`config.mk`:
```
export PLATFORM = sky130hd
export DESIGN_NAME = multiplier
export DESIGN_NICKNAME = d
export VERILOG_FILES = /design/src/rtl/multiplier.sv
export SDC_FILE = /design/constraint.sdc
export NUM_CORES = 1
export LEC_CHECK = 0
export CORE_MARGIN = 5
export CORE_UTILIZATION = 45
export DETAILED_ROUTE_END_ITERATION = 16
export SLEW_MARGIN = 20
export SYNTH_ARGS = -nofsm -noshare
export SYNTH_HDL_FRONTEND = slang
export SYNTH_SLANG_ARGS = --single-unit
export TNS_END_PERCENT = 1
```
`constraint.sdc`:
```
create_clock -name clk_in -period 4.29 [get_ports clk_in]
set_input_delay 0.858 -clock clk_in [delete_from_list [all_inputs] [get_ports clk_in]]
set_output_delay 0.858 -clock clk_in [all_outputs]
set_load 0.005 [all_outputs]
```
`src/rtl/multiplier.sv`:
```
// multiplier: sequential signed fixed-point shift-add multiplier with saturation and a valid/busy handshake
module multiplier #(
  parameter int WIDTH     = 32,
  parameter int FRAC_BITS = 8,
  parameter int OUT_SIZE  = 32
) (
  input  logic                clk_in,
  input  logic                rst_n_in,
  input  logic [WIDTH-1:0]    a_in,
  input  logic [WIDTH-1:0]    b_in,
  input  logic                data_valid_in,
  output logic [OUT_SIZE-1:0] product_out,
  output logic                data_valid_out,
  output logic                overflow_out,
  output logic                busy_out
);
  localparam int CW = $clog2(WIDTH);
  localparam logic [1:0] IDLE = 2'd0, MULT = 2'd1, RESULT = 2'd2;
  localparam logic signed [2*WIDTH:0] ONE = 1;
  localparam logic signed [2*WIDTH:0] MAX_V = (ONE <<< (OUT_SIZE - 1)) - ONE;
  localparam logic signed [2*WIDTH:0] MIN_V = -(ONE <<< (OUT_SIZE - 1));
  logic [1:0] state;
  logic [2*WIDTH-1:0] mcand, acc, mag;
  logic [WIDTH-1:0] mplier, abs_a, abs_b;
  logic sign, ovf;
  logic [CW-1:0] count;
  logic signed [2*WIDTH:0] res;
  logic [OUT_SIZE-1:0] sat;
  // operand magnitudes and rescaled, sign-restored, saturated result
  always_comb begin
    abs_a = a_in[WIDTH-1] ? -a_in : a_in;
    abs_b = b_in[WIDTH-1] ? -b_in : b_in;
    mag = acc >> FRAC_BITS;
    res = sign ? -$signed({1'b0, mag}) : $signed({1'b0, mag});
    ovf = (res > MAX_V) || (res < MIN_V);
    sat = res > MAX_V ? MAX_V[OUT_SIZE-1:0] : res < MIN_V ? MIN_V[OUT_SIZE-1:0] : res[OUT_SIZE-1:0];
  end
  // accept, one multiplier bit per cycle LSB first, then publish the result
  always_ff @(posedge clk_in or negedge rst_n_in) begin
    if (!rst_n_in) begin
      state <= IDLE;
      mcand <= '0;
      acc <= '0;
      mplier <= '0;
      sign <= 1'b0;
      count <= '0;
      product_out <= '0;
      data_valid_out <= 1'b0;
      overflow_out <= 1'b0;
      busy_out <= 1'b0;
    end else if (state == IDLE) begin
      data_valid_out <= 1'b0;
      if (data_valid_in) begin
        mcand <= {{WIDTH{1'b0}}, abs_a};
        mplier <= abs_b;
        sign <= a_in[WIDTH-1] ^ b_in[WIDTH-1];
        acc <= '0;
        count <= CW'(WIDTH - 1);
        busy_out <= 1'b1;
        state <= MULT;
      end
    end else if (state == MULT) begin
      acc <= mplier[0] ? acc + mcand : acc;
      mcand <= mcand << 1;
      mplier <= mplier >> 1;
      count <= count - 1'b1;
      state <= count == '0 ? RESULT : MULT;
    end else if (state == RESULT) begin
      product_out <= sat;
      overflow_out <= ovf;
      data_valid_out <= 1'b1;
      busy_out <= 1'b0;
      state <= IDLE;
    end else begin
      state <= IDLE;
    end
  end
endmodule

```
After elaboration in Yosys (flattened, before gate mapping)
Index checks and enable logic that the tools add are counted.
{"block": "classes", "order_cmp": 2, "n_eq_ne": 4, "addsub": 5, "n_mux": 29, "bitwise_logic": 3, "reduce_logical": 12}
{"operator": "two-way mux 64 bit", "n": 7}
{"operator": "two-way mux 32 bit", "n": 7}
{"operator": "greater-than comparator 65 x 32 -> 1 bit, second input constant", "n": 1}
{"operator": "less-than comparator 65 x 32 -> 1 bit, second input constant", "n": 1}
{"operator": "two-way mux 65 bit", "n": 1}
{"operator": "negation 56 -> 65 bit", "n": 1}
{"operator": "adder 64 bit", "n": 1}
{"operator": "negation 32 bit", "n": 2}
{"operator": "two-way mux 5 bit", "n": 3}
{"operator": "AND reduction 3 bit", "n": 3}
{"operator": "two-way mux 2 bit", "n": 4}
{"operator": "two-way mux 1 bit", "n": 7}
{"operator": "AND reduction 2 bit", "n": 3}
{"operator": "nonzero test 2 bit", "n": 3}
{"operator": "zero test 5 bit", "n": 1}
{"operator": "subtractor 5 x 1 -> 5 bit, second input constant", "n": 1}
{"operator": "inequality test 2 bit, second input constant", "n": 2}
{"operator": "equality test 2 x 1 -> 1 bit, second input constant", "n": 1}
{"operator": "equality test 2 bit, second input constant", "n": 1}
{"operator": "zero test 2 bit", "n": 1}
{"operator": "inverter 1 bit", "n": 2}
{"operator": "logical OR 1 bit", "n": 1}
{"operator": "XOR 1 bit", "n": 1}
{"block": "word_totals", "wordCells": 65, "regBits": 203, "input_bits": 67, "out_inout_bits": 35}

Depth between registers and ports, before layout
{"block": "depth", "word_depth": 5, "mapped_depth": 16, "ltp_nobuf": 13}

Least setup slack after synthesis
No wires, ideal clock.
{"block": "synth_timing", "kind": "input port to flip-flop", "from": "in b_in[8]", "to": "reg mplier[27]", "t_required_ps": 4161, "n_path_buf": 0, "setup_ps": 129, "stages": 10, "slack_ps": 457, "arrival_ps": 3704, "cell_sequence": "or4_1 -> or3_1 -> or4_1 -> or3_1 -> or3_1 -> or2_1 -> o41ai_1 -> xnor2_1 -> a22oi_1 -> o21ai_1"}
{"block": "synth_between", "elab_chain_len": 4}
{"element": "from (decl)", "line_no": "10", "text": "input logic [WIDTH-1:0] b_in,"}
{"element": "negation 32 bit", "line_no": "32", "text": "abs_b = b_in[WIDTH-1] ? -b_in : b_in;"}
{"element": "two-way mux 32 bit", "line_no": "32"}
{"element": "two-way mux 32 bit", "line_no": "53", "text": "if (data_valid_in) begin"}
{"element": "two-way mux 32 bit", "line_no": "51", "text": "end else if (state == IDLE) begin"}
{"element": "to (signal assigned)", "line_no": "55", "text": "mplier <= abs_b;"}
{"element": "to (signal assigned)", "line_no": "65", "text": "mplier <= mplier >> 1;"}
{"element": "to (decl)", "line_no": "24", "text": "logic [WIDTH-1:0] mplier, abs_a, abs_b;"}
Every way passes these cells. The select of a mux whose other input is x is not followed.
A chain may end at the register's enable or synchronous reset.

Worst setup path in the final report
{"block": "layout_timing", "from": "reg acc[33]", "to": "reg product_out[4]"}
{"block": "layout_between", "elab_chain_len": 5, "word_cells_on_any_way": 6, "classes_between": "add/sub: 1; order compare: 2; mux: 3"}
{"element": "from (decl)", "line_no": "23", "text": "logic [2*WIDTH-1:0] mcand, acc, mag;"}
{"element": "from (signal assigned)", "line_no": "63", "text": "acc <= mplier[0] ? acc + mcand : acc;"}
{"element": "negation 56 -> 65 bit", "line_no": "34", "text": "res = sign ? -$signed({1'b0, mag}) : $signed({1'b0, mag});"}
{"element": "two-way mux 65 bit (*)", "line_no": "34"}
{"element": "less-than comparator 65 x 32 -> 1 bit", "line_no": "36", "text": "sat = res > MAX_V ? MAX_V[OUT_SIZE-1:0] : res < MIN_V ? MIN_V[OUT_SIZE-1:0] : res[OUT_SIZE-1:0];"}
{"element": "two-way mux 32 bit", "line_no": "36"}
{"element": "two-way mux 32 bit (*)", "line_no": "36"}
{"element": "to (signal assigned)", "line_no": "69", "text": "product_out <= sat;"}
{"element": "to (decl)", "line_no": "12", "text": "output logic [OUT_SIZE-1:0] product_out,"}
Mark *: on every way between the ends. The rest lies on a longest branch, timed or not.

==> metrics <==
status finished clean; DPL Wire Length around 30 mm; Max IR drop VDD 0.322 mV; min Tclk post-route around 4 ns; most common cell after layout, fill and taps aside nand2_1; Static Leak 7.22 nW; Total Wirelength 40.8 mm; # Post-CTS Setup Buffers 0; Final Util 53.3%; post-synth top area share a little over a third; Post-synth EDFFs 0; Synth area leader dfrtp_1; CP Capture Type flop; worst reg2reg startpoint acc[33]$_DFFE_PN0P_; Yosys reg bits 203; vias in the first global route approximately 13k; Hold WC Path Type in -> async; Layout area overhead 18.0%; Port Buffers 101; number of synthesis warnings 0; share of cells above drive strength 1 9.43%; most frequent cells in the layout nand2_1, dfrtp_1, o21ai_0, nor2_1, xnor2_1; register area share after synthesis between 30% and 40%; pwr dens 704 nW/µm²; Compound-Gate Fraction of Synth Area 23.7%; Netlist Area Pre-Place 14,600 µm²; I/O pin total a little over 100; Tightest Pin Transition 0.944 ns; Initial DRT Pass Iterations 5; CP arrival 4.45 ns; DRC 0; CP Max Fanout 12; synth top area cells dfrtp_1, nand2_1, xnor2_1; ys flop type dfrtp_1; Final #Nets 2,017; first-pass GRT wire length 67.4 mm; TritonCTS clock tree built; Setup Skew 0.0152 ns; Slew HR 37.0%; final number of setup-violating endpoints 0; post-detailed-route count of antenna-violating nets 0; Vias 13.2k; Chip Height approximately 190 µm; CP Data Required Time 4.70 ns; Diodes inserted 0; initial antenna violation count 0; post-synth cell types 70; CORE AREA between 30,000 and 40,000 µm²; Fmax 247 MHz; # rows 66; max-slew violation count 0; worst setup path category reg -> reg; Initial Utilization 45.2%; total power 0.0121 W; simple-gate area share of the yosys netlist 21.2%; Startpoint Class flop; RSZ-0062 raised after global routing no; clk_lat worst skew 0.53 ns; initial drt markers between 900 and 1k; clock buffer count from CTS 24; Post-Synth XOR/XNOR Area 10.3%; post-synthesis adder-cell area fraction 5.88%; instance count of the mapped netlist approximately 1.8k; post-synthesis mux area share less than 1%; Tcrit/Tclk final 94.2%; Clock Root Buffer clkbuf_16; Synthesized Nets slightly below 2k; ys async rst share 100%; Placer Congestion 0.940; Clk pin slew, worst setup/hold paths about 0.06 ns; WL/cell roughly 17 µm; global router's overall resource usage about 22%; area of the die 36,100 µm²; Via density 5.65; largest family of logic cells by synthesized area compound AO/OA/AOI/OAI gates; r2r endpoint product_out[4]$_DFFE_PN0P_; pin count of the biggest net entering global routing between 80 and 90; reg2reg path depth 12; H-tree level count 1; grt total ovfl 0; Max Cap Viol 0; Avg Inst Size Synth 8.16 µm²; clock net sink count 203; final hold vios 0; CTS Buffer Depth 3; Die Width 190 µm; R2R Setup Slk approximately 0.25 ns
## cell families (layout without fill, tap and decap cells)
| family | Yosys count | in the layout |
|---|---|---|
| DFF | 203 | 203 |
| adders and majority gates | 68 | 68 |
| xor gates and xnor gates | 172 | 172 |
| and+or+nand+nor | 659 | 659 |
| AOI/OAI and AO/OA | 545 | 545 |
| buffers and inverters | 137 | 248 |
| muxes | 4 | 4 |
## what timing repair did
| action | in CTS | in global routing |
|---|---|---|
| hold buffers | 0 | 0 |
| setup endpoints to repair | 0 | 19 |
| gates resized for setup | 0 | 2 |
## sequential cells by signal, indices dropped and copies added (netlist names)
name            flops
state               2
product_out        32
acc                64
count               5
overflow_out        1
data_valid_out      1
mplier             32
busy_out            1
mcand              64
sign                1
## layout make-up
class                   instances  area [µm²]
flip-flops and latches        203        5080
clock inverters                 8         121
repair buffers                177        1620
inverters                      28         105
fillers                      3070       15100
clock buffers                  35         723
multi-input cells            1448        9010
well taps                     442         553
## where the power goes
part / internal [W] / switching [W] / total [W]
clock network: 0.00134 / 0.000824 / 0.00217
registers: 0.00262 / 0.000811 / 0.00343
logic: 0.00267 / 0.00385 / 0.00652
total: 0.00664 / 0.00548 / 0.0121
## routing by layer
metal,global-route usage (%),up-vias,wire length [µm]
met5,0,-,0
met4,3.92,0,499
met3,3.16,29,2470
met2,34.4,357,17700
met1,33.9,6250,20200
li1,-,6600,-
## worst max-delay path by stage
| stage | from | end | depth (start not counted) |
|---|---|---|---|
| after floorplan | b_in[8] | mplier[27]$_DFFE_PN0P_ | 10 |
| after global placement | b_in[4] | mplier[26]$_DFFE_PN0P_ | 12 |
| after detailed placement | b_in[8] | mplier[27]$_DFFE_PN0P_ | 11 |
| after CTS | acc[33]$_DFFE_PN0P_ | product_out[26]$_DFFE_PN0P_ | 12 |
| after global routing | acc[33]$_DFFE_PN0P_ | product_out[4]$_DFFE_PN0P_ | 12 |
| final | acc[33]$_DFFE_PN0P_ | product_out[4]$_DFFE_PN0P_ | 12 |
## through the flow
stage	std cells	worst slack, ns	hold slack [ns]	area [µm²]	setup TNS, ns
2_1_floorplan	1788	0.457	0.444	14600	0
3_3_place_gp	2298	-0.109	0.460	16300	-0.155
3_5_place_dp	2298	-0.103	0.465	16300	-0.203
4_1_cts	2341	0.173	0.375	17200	0
5_1_grt	2341	0.0537	0.409	17200	0
6_report	2341	0.247	0.348	17200	0
## synthesized netlist by cell type (5+ instances only)
cell	number
nand2_1	296
dfrtp_1	203
o21ai_0	191
nor2_1	143
xnor2_1	121
clkbuf_1	87
a21oi_1	85
ha_1	67
xor2_1	51
a21o_1	45
o31ai_1	45
a31oi_1	37
or3_1	33
a22oi_1	32
a21oi_2	31
inv_1	27
nand4_1	24
nand3_1	23
or4_1	22
nor3_1	17
nor2b_1	16
o41ai_1	16
buf_1	14
nand2b_1	14
nor4_1	13
or2_2	11
o21bai_1	9
and3_1	8
a211oi_1	7
a22o_1	6
a41oi_1	6
nor3b_1	6
and2_1	5
nand3b_1	5
## critical path, stage by stage (launching register included)
cell and delay [ns]:
dfrtp_1 0.44, or4_1 0.58, or3_1 0.41, or4b_1 0.73
o41ai_2 0.30, xor2_1 0.23, nand4_1 0.10, nor4_1 0.35
and3_1 0.27, a21oi_4 0.14, buf_12 0.19, a21oi_2 0.11
nor2_1 0.06
Power figures use the tool's default switching activity.
